$ cat config.mk
export PLATFORM = sky130hd
export DESIGN_NAME = mul_cdb_buffer
export DESIGN_NICKNAME = d
export VERILOG_FILES = /design/src/rtl/mul_cdb_buffer.sv
export SDC_FILE = /design/constraint.sdc
export NUM_CORES = 1
export LEC_CHECK = 0
export ABC_AREA = 0
export CAP_MARGIN = 20
export CORE_MARGIN = 1
export CORE_UTILIZATION = 50
export CTS_CLUSTER_DIAMETER = 150
export DETAILED_ROUTE_END_ITERATION = 6
export PLACE_DENSITY = 0.76
export SETUP_SLACK_MARGIN = 0.1
export SYNTH_ARGS = -nofsm -noshare
export SYNTH_HDL_FRONTEND = slang
export SYNTH_SLANG_ARGS = --single-unit
$ cat constraint.sdc
create_clock -name clock -period 3.6 [get_ports clock]
set_input_delay 0.72 -clock clock [delete_from_list [all_inputs] [get_ports clock]]
set_output_delay 0.72 -clock clock [all_outputs]
set_load 0.005 [all_outputs]
$ cat src/rtl/mul_cdb_buffer.sv
// Result buffer between the pipelined multiplier and the CDB arbiter: a small FIFO with
// credit return to the multiply RS, and squash handling for results still in the multiplier.
module mul_cdb_buffer #(
    parameter int XLEN     = 32,
    parameter int PRF_LEN  = 6,
    parameter int ROB_LEN  = 5,
    parameter int DEPTH    = 4,
    parameter int PIPE_LAT = 8
) (
    input  logic               clock,
    input  logic               reset,
    input  logic               mul_issue,
    input  logic               mul_valid,
    input  logic [XLEN-1:0]    mul_value,
    input  logic [PRF_LEN-1:0] mul_prf_idx,
    input  logic [ROB_LEN-1:0] mul_rob_idx,
    input  logic [XLEN-1:0]    mul_PC,
    input  logic               cdb_grant,
    input  logic               squash,
    output logic               mul_issue_ok,
    output logic               buf_valid,
    output logic [XLEN-1:0]    buf_value,
    output logic [PRF_LEN-1:0] buf_prf_idx,
    output logic [ROB_LEN-1:0] buf_rob_idx,
    output logic [XLEN-1:0]    buf_PC,
    output logic               buf_overflow
);

    localparam int PW = (DEPTH > 1) ? $clog2(DEPTH) : 1;
    localparam int CW = $clog2(DEPTH + PIPE_LAT + 2);

    typedef struct packed {
        logic [XLEN-1:0]    value;
        logic [PRF_LEN-1:0] prf_idx;
        logic [ROB_LEN-1:0] rob_idx;
        logic [XLEN-1:0]    pc;
    } entry_t;

    entry_t          mem [DEPTH];
    entry_t          head_e;
    logic [PW-1:0]   head, tail;
    logic [CW-1:0]   count, inflight, drop_cnt;
    logic            overflow_q;

    logic            arrive, drop_arrival, push_req, push, pop, ovf_evt;
    logic            inflight_dec;
    logic [CW:0]     squash_sum;
    logic [CW:0]     squash_drop;

    function automatic logic [PW-1:0] next_ptr(input logic [PW-1:0] p);
        if (p == PW'(DEPTH - 1)) return '0;
        return p + PW'(1);
    endfunction

    // Arrival classification; squash overrides everything in its cycle.
    always_comb begin
        arrive       = mul_valid & ~squash;
        drop_arrival = arrive & (drop_cnt != '0);
        push_req     = arrive & ~drop_arrival;
        pop          = cdb_grant & (count != '0) & ~squash;
        push         = push_req & ((count != CW'(DEPTH)) | pop);
        ovf_evt      = push_req & (count == CW'(DEPTH)) & ~pop;
        inflight_dec = push_req & (inflight != '0);
    end

    // Ops still inside the multiplier after a squash: everything outstanding plus a
    // same-cycle issue, minus one that surfaces during the squash cycle itself.
    always_comb begin
        squash_sum  = {1'b0, drop_cnt} + {1'b0, inflight} + (CW+1)'(mul_issue);
        squash_drop = squash_sum;
        if (mul_valid && squash_sum != '0) squash_drop = squash_sum - (CW+1)'(1);
    end

    always_ff @(posedge clock or negedge reset) begin
        if (!reset) begin
            head       <= '0;
            tail       <= '0;
            count      <= '0;
            inflight   <= '0;
            drop_cnt   <= '0;
            overflow_q <= 1'b0;
        end else if (squash) begin
            head       <= '0;
            tail       <= '0;
            count      <= '0;
            inflight   <= '0;
            drop_cnt   <= CW'(squash_drop);
        end else begin
            if (push) tail <= next_ptr(tail);
            if (pop)  head <= next_ptr(head);
            count    <= count + CW'(push) - CW'(pop);
            inflight <= inflight + CW'(mul_issue) - CW'(inflight_dec);
            if (drop_arrival) drop_cnt <= drop_cnt - CW'(1);
            if (ovf_evt)      overflow_q <= 1'b1;
        end
    end

    // Storage needs no reset: the head outputs are gated by count.
    always_ff @(posedge clock) begin
        if (push) mem[tail] <= '{value: mul_value, prf_idx: mul_prf_idx,
                                 rob_idx: mul_rob_idx, pc: mul_PC};
    end

    always_comb begin
        head_e       = mem[head];
        buf_valid    = (count != '0);
        buf_value    = buf_valid ? head_e.value   : '0;
        buf_prf_idx  = buf_valid ? head_e.prf_idx : '0;
        buf_rob_idx  = buf_valid ? head_e.rob_idx : '0;
        buf_PC       = buf_valid ? head_e.pc      : '0;
        buf_overflow = overflow_q;
        mul_issue_ok = ({1'b0, count} + {1'b0, inflight}) < (CW+1)'(DEPTH);
    end

endmodule

==> results.sh <==
export IMPL_area_growth_pct=25.2
export IMPL_startpoint_type="register"
export IMPL_h_tree_depth=2
export IMPL_cap_violations=0
export IMPL_worstRegToRegCells=8
export IMPL_yosys_register_bits=317
export IMPL_layout_commonest_cell="edfxtp_1"
export IMPL_num_vias=6486
export IMPL_cts_inserted_buffers=34
export IMPL_detailedPlacementHpwl_mm=15.2
export IMPL_whs_ps=518
export IMPL_power_leakage_nw=5.26
export IMPL_antenna_found_initial=0
export IMPL_io_buffers=158
export IMPL_placed_cell_area_mm2=0.0149
export IMPL_avgSynthCellArea_um2=20.3
export IMPL_syn_nets=739
export IMPL_hold_path_class="register to register"
export IMPL_clk_latency_ps=500
export IMPL_clockBufferDepth=3
export IMPL_synth_ff_type="edfxtp_1"
export IMPL_drive_gt1_share_pct=18.1
export IMPL_max_vdd_ir_drop_v=0.000510
export IMPL_overflow=0
export IMPL_period_needed_ps=3380
export IMPL_drtAntennaViolNets=0
export IMPL_synth_top_area_cell="edfxtp_1"
export IMPL_hold_depth=1
export IMPL_root_buffer="clkbuf_16"
export IMPL_die_area_mm2=0.0262
export IMPL_finalSetupViolCount=0
export IMPL_required_ps=2880
export IMPL_io_pins=159
export IMPL_async_flop_share_pct=5.36
export IMPL_crit_fanout=26
export IMPL_core_region_area_mm2=0.0251
export IMPL_ff2ff_setup_slack_ps=670
export IMPL_synth_edf_count=300
export IMPL_cts_sinks=317
export IMPL_routedWlPerCell_um=21.6
export IMPL_final_core_util_pct=63.7
export IMPL_finClkSkew_ps=12.0
export IMPL_crit_path_end_kind="primary output"
export IMPL_grtUsageTotal_pct=19.4
export IMPL_rsz0062_at_grt="no"
export IMPL_yosys_warnings=0
export IMPL_worstReg2RegStart="drop_cnt[0]"
export IMPL_place_gp_congestion=0.836
export IMPL_synth_area_leaders="edfxtp_1 (71%), mux4_2 (13%), and2_1 (3.9%)"
export IMPL_yosys_cell_types_count=45
export IMPL_hold_end="buf_overflow"
export IMPL_die_y_um=162
export IMPL_start_util_pct=50.9
export IMPL_nets=923
export IMPL_min_period_over_period_pct=94.0
export IMPL_n_antenna_cell=0
export IMPL_hold_path_startpoint="buf_overflow"
export IMPL_syn_inst=630
export IMPL_die_w_um=162
export IMPL_timing_rr_end="drop_cnt[1]"
export IMPL_powerDensity_mw_per_mm2=666
export IMPL_maxSlewViolCount=0
export IMPL_first_global_vias=6984
export IMPL_critical_path_arrival_ps=2660
export IMPL_crit_type="register to primary output"
export IMPL_synth_top_area_share_pct=70.6
export IMPL_routed_wirelength_mm=25.2
export IMPL_cts_tree="yes"
export IMPL_finalHoldViolCount=0
export IMPL_path_clk_slew_ps=60
export IMPL_rows=58
export IMPL_status="finished, final reports clean"
export IMPL_grt_max_degree=46
export IMPL_drc=0
export IMPL_syn_area_mm2=0.0128
export IMPL_vias_per_cell=5.55
export IMPL_firstDrtPassIters=5
export IMPL_slew_headroom_pct=43.7
export IMPL_drt_initial_drc_count=504
export IMPL_finalInstanceArea_mm2=0.0160
export IMPL_grt_pass1_wl_mm=38.5
export IMPL_tightest_slew_ps=841
export IMPL_fmaxAchievable_mhz=295
export IMPL_layout_common_cells="edfxtp_1 (300), clkdlybuf4s50_1 (158), mux4_2 (75), and2_1 (75), clkbuf_16 (35)"
export IMPL_ys_seq_area_share_pct=73.9
-- metal layers --
layer  GRT usage [%]  routed length (µm)  vias up  part of all wire [%]
met5               0                   0        -                     0
met4            5.19                 483        0                   1.9
met3            5.36                1800       52                   7.1
met2            32.1               12600      235                    50
met1            25.4               10300     3318                    41
li1                -                   -     2881                     -
-- registers in the layout, summed over array words and instances (netlist names) --
signal / count
drop_cnt: 4
mem: 300
buf_overflow: 1
count: 4
head: 2
inflight: 4
tail: 2
-- synth_stat cells, types with 4 or more instances --
master and instances:
dfrtp_1 17, inv_1 16, ha_1 24, fa_1 4
or3_1 4, buf_2 9, nand2_1 6, mux4_2 75
clkbuf_1 13, a21oi_1 8, buf_6 4, and2_1 79
edfxtp_1 300, nor2b_1 6, a311oi_1 4, a21o_1 5
nor2_1 9, buf_1 4, xnor2_1 4
-- power by group --
part	total, W	leakage [nW]	internal, W	switching [W]
registers	0.00427	2.91	0.00414	0.000133
logic	0.00320	1.84	0.00187	0.00133
clock network	0.00318	0.505	0.00185	0.00133
total	0.0107	5.26	0.00785	0.00280
-- cell families (layout without fill, tap and decap cells) --
group / Yosys count / in the layout / synth area share (%)
AO/OA/AOI/OAI: 29 / 29 / 1.61
XOR/XNOR: 5 / 5 / 0.343
buffers and inverters: 46 / 254 / 1.68
flip-flops: 317 / 317 / 73.9
AND/OR/NAND/NOR: 128 / 129 / 6.12
adder cells (fa/ha/maj): 28 / 28 / 2.98
multiplexers: 77 / 77 / 13.4
-- worst max-delay path by stage --
stage / startpoint / endpoint
floorplan: mul_issue / drop_cnt[0]
global placement: mul_issue / drop_cnt[0]
detailed placement: mul_issue / drop_cnt[0]
CTS: head[0] / buf_rob_idx[0]
global route: count[2] / buf_PC[1]
finish: count[2] / buf_PC[1]
-- critical path, stage by stage (launching register included) --
cell and delay (ps):
dfrtp_1 420, inv_1 100, ha_1 260, or3b_4 540, buf_12 210, and2_1 150, clkdlybuf4s50_1 490
-- final cells by class --
class                   count  area [µm²]
fillers                  1781        9120
well taps                 330         413
multi-input cells         268        3140
inverters                  16        60.1
repair buffers            177        1910
clock inverters            21         125
flip-flops and latches    317        9440
clock buffers              40         895
-- what timing repair did --
| action | CTS | global route |
|---|---|---|
| setup buffers | 0 | 2 |
| gates cloned | 0 | 1 |
| setup endpoints to repair | 61 | 46 |
| hold buffers | 0 | 0 |
| gates resized for setup | 1 | 1 |
-- through the flow --
step / worst slack, ps / setup TNS (ps) / cells / total power [W]
2_1_floorplan: 642 / 0 / 630 / 0.00592
3_3_place_gp: 41.4 / 0 / 1105 / 0.00738
3_5_place_dp: -135 / -256 / 1105 / 0.00747
4_1_cts: 112 / 0 / 1166 / 0.0107
5_1_grt: 127 / 0 / 1169 / 0.0111
6_report: 215 / 0 / 1169 / 0.0107
Power figures use the tool's default switching activity.
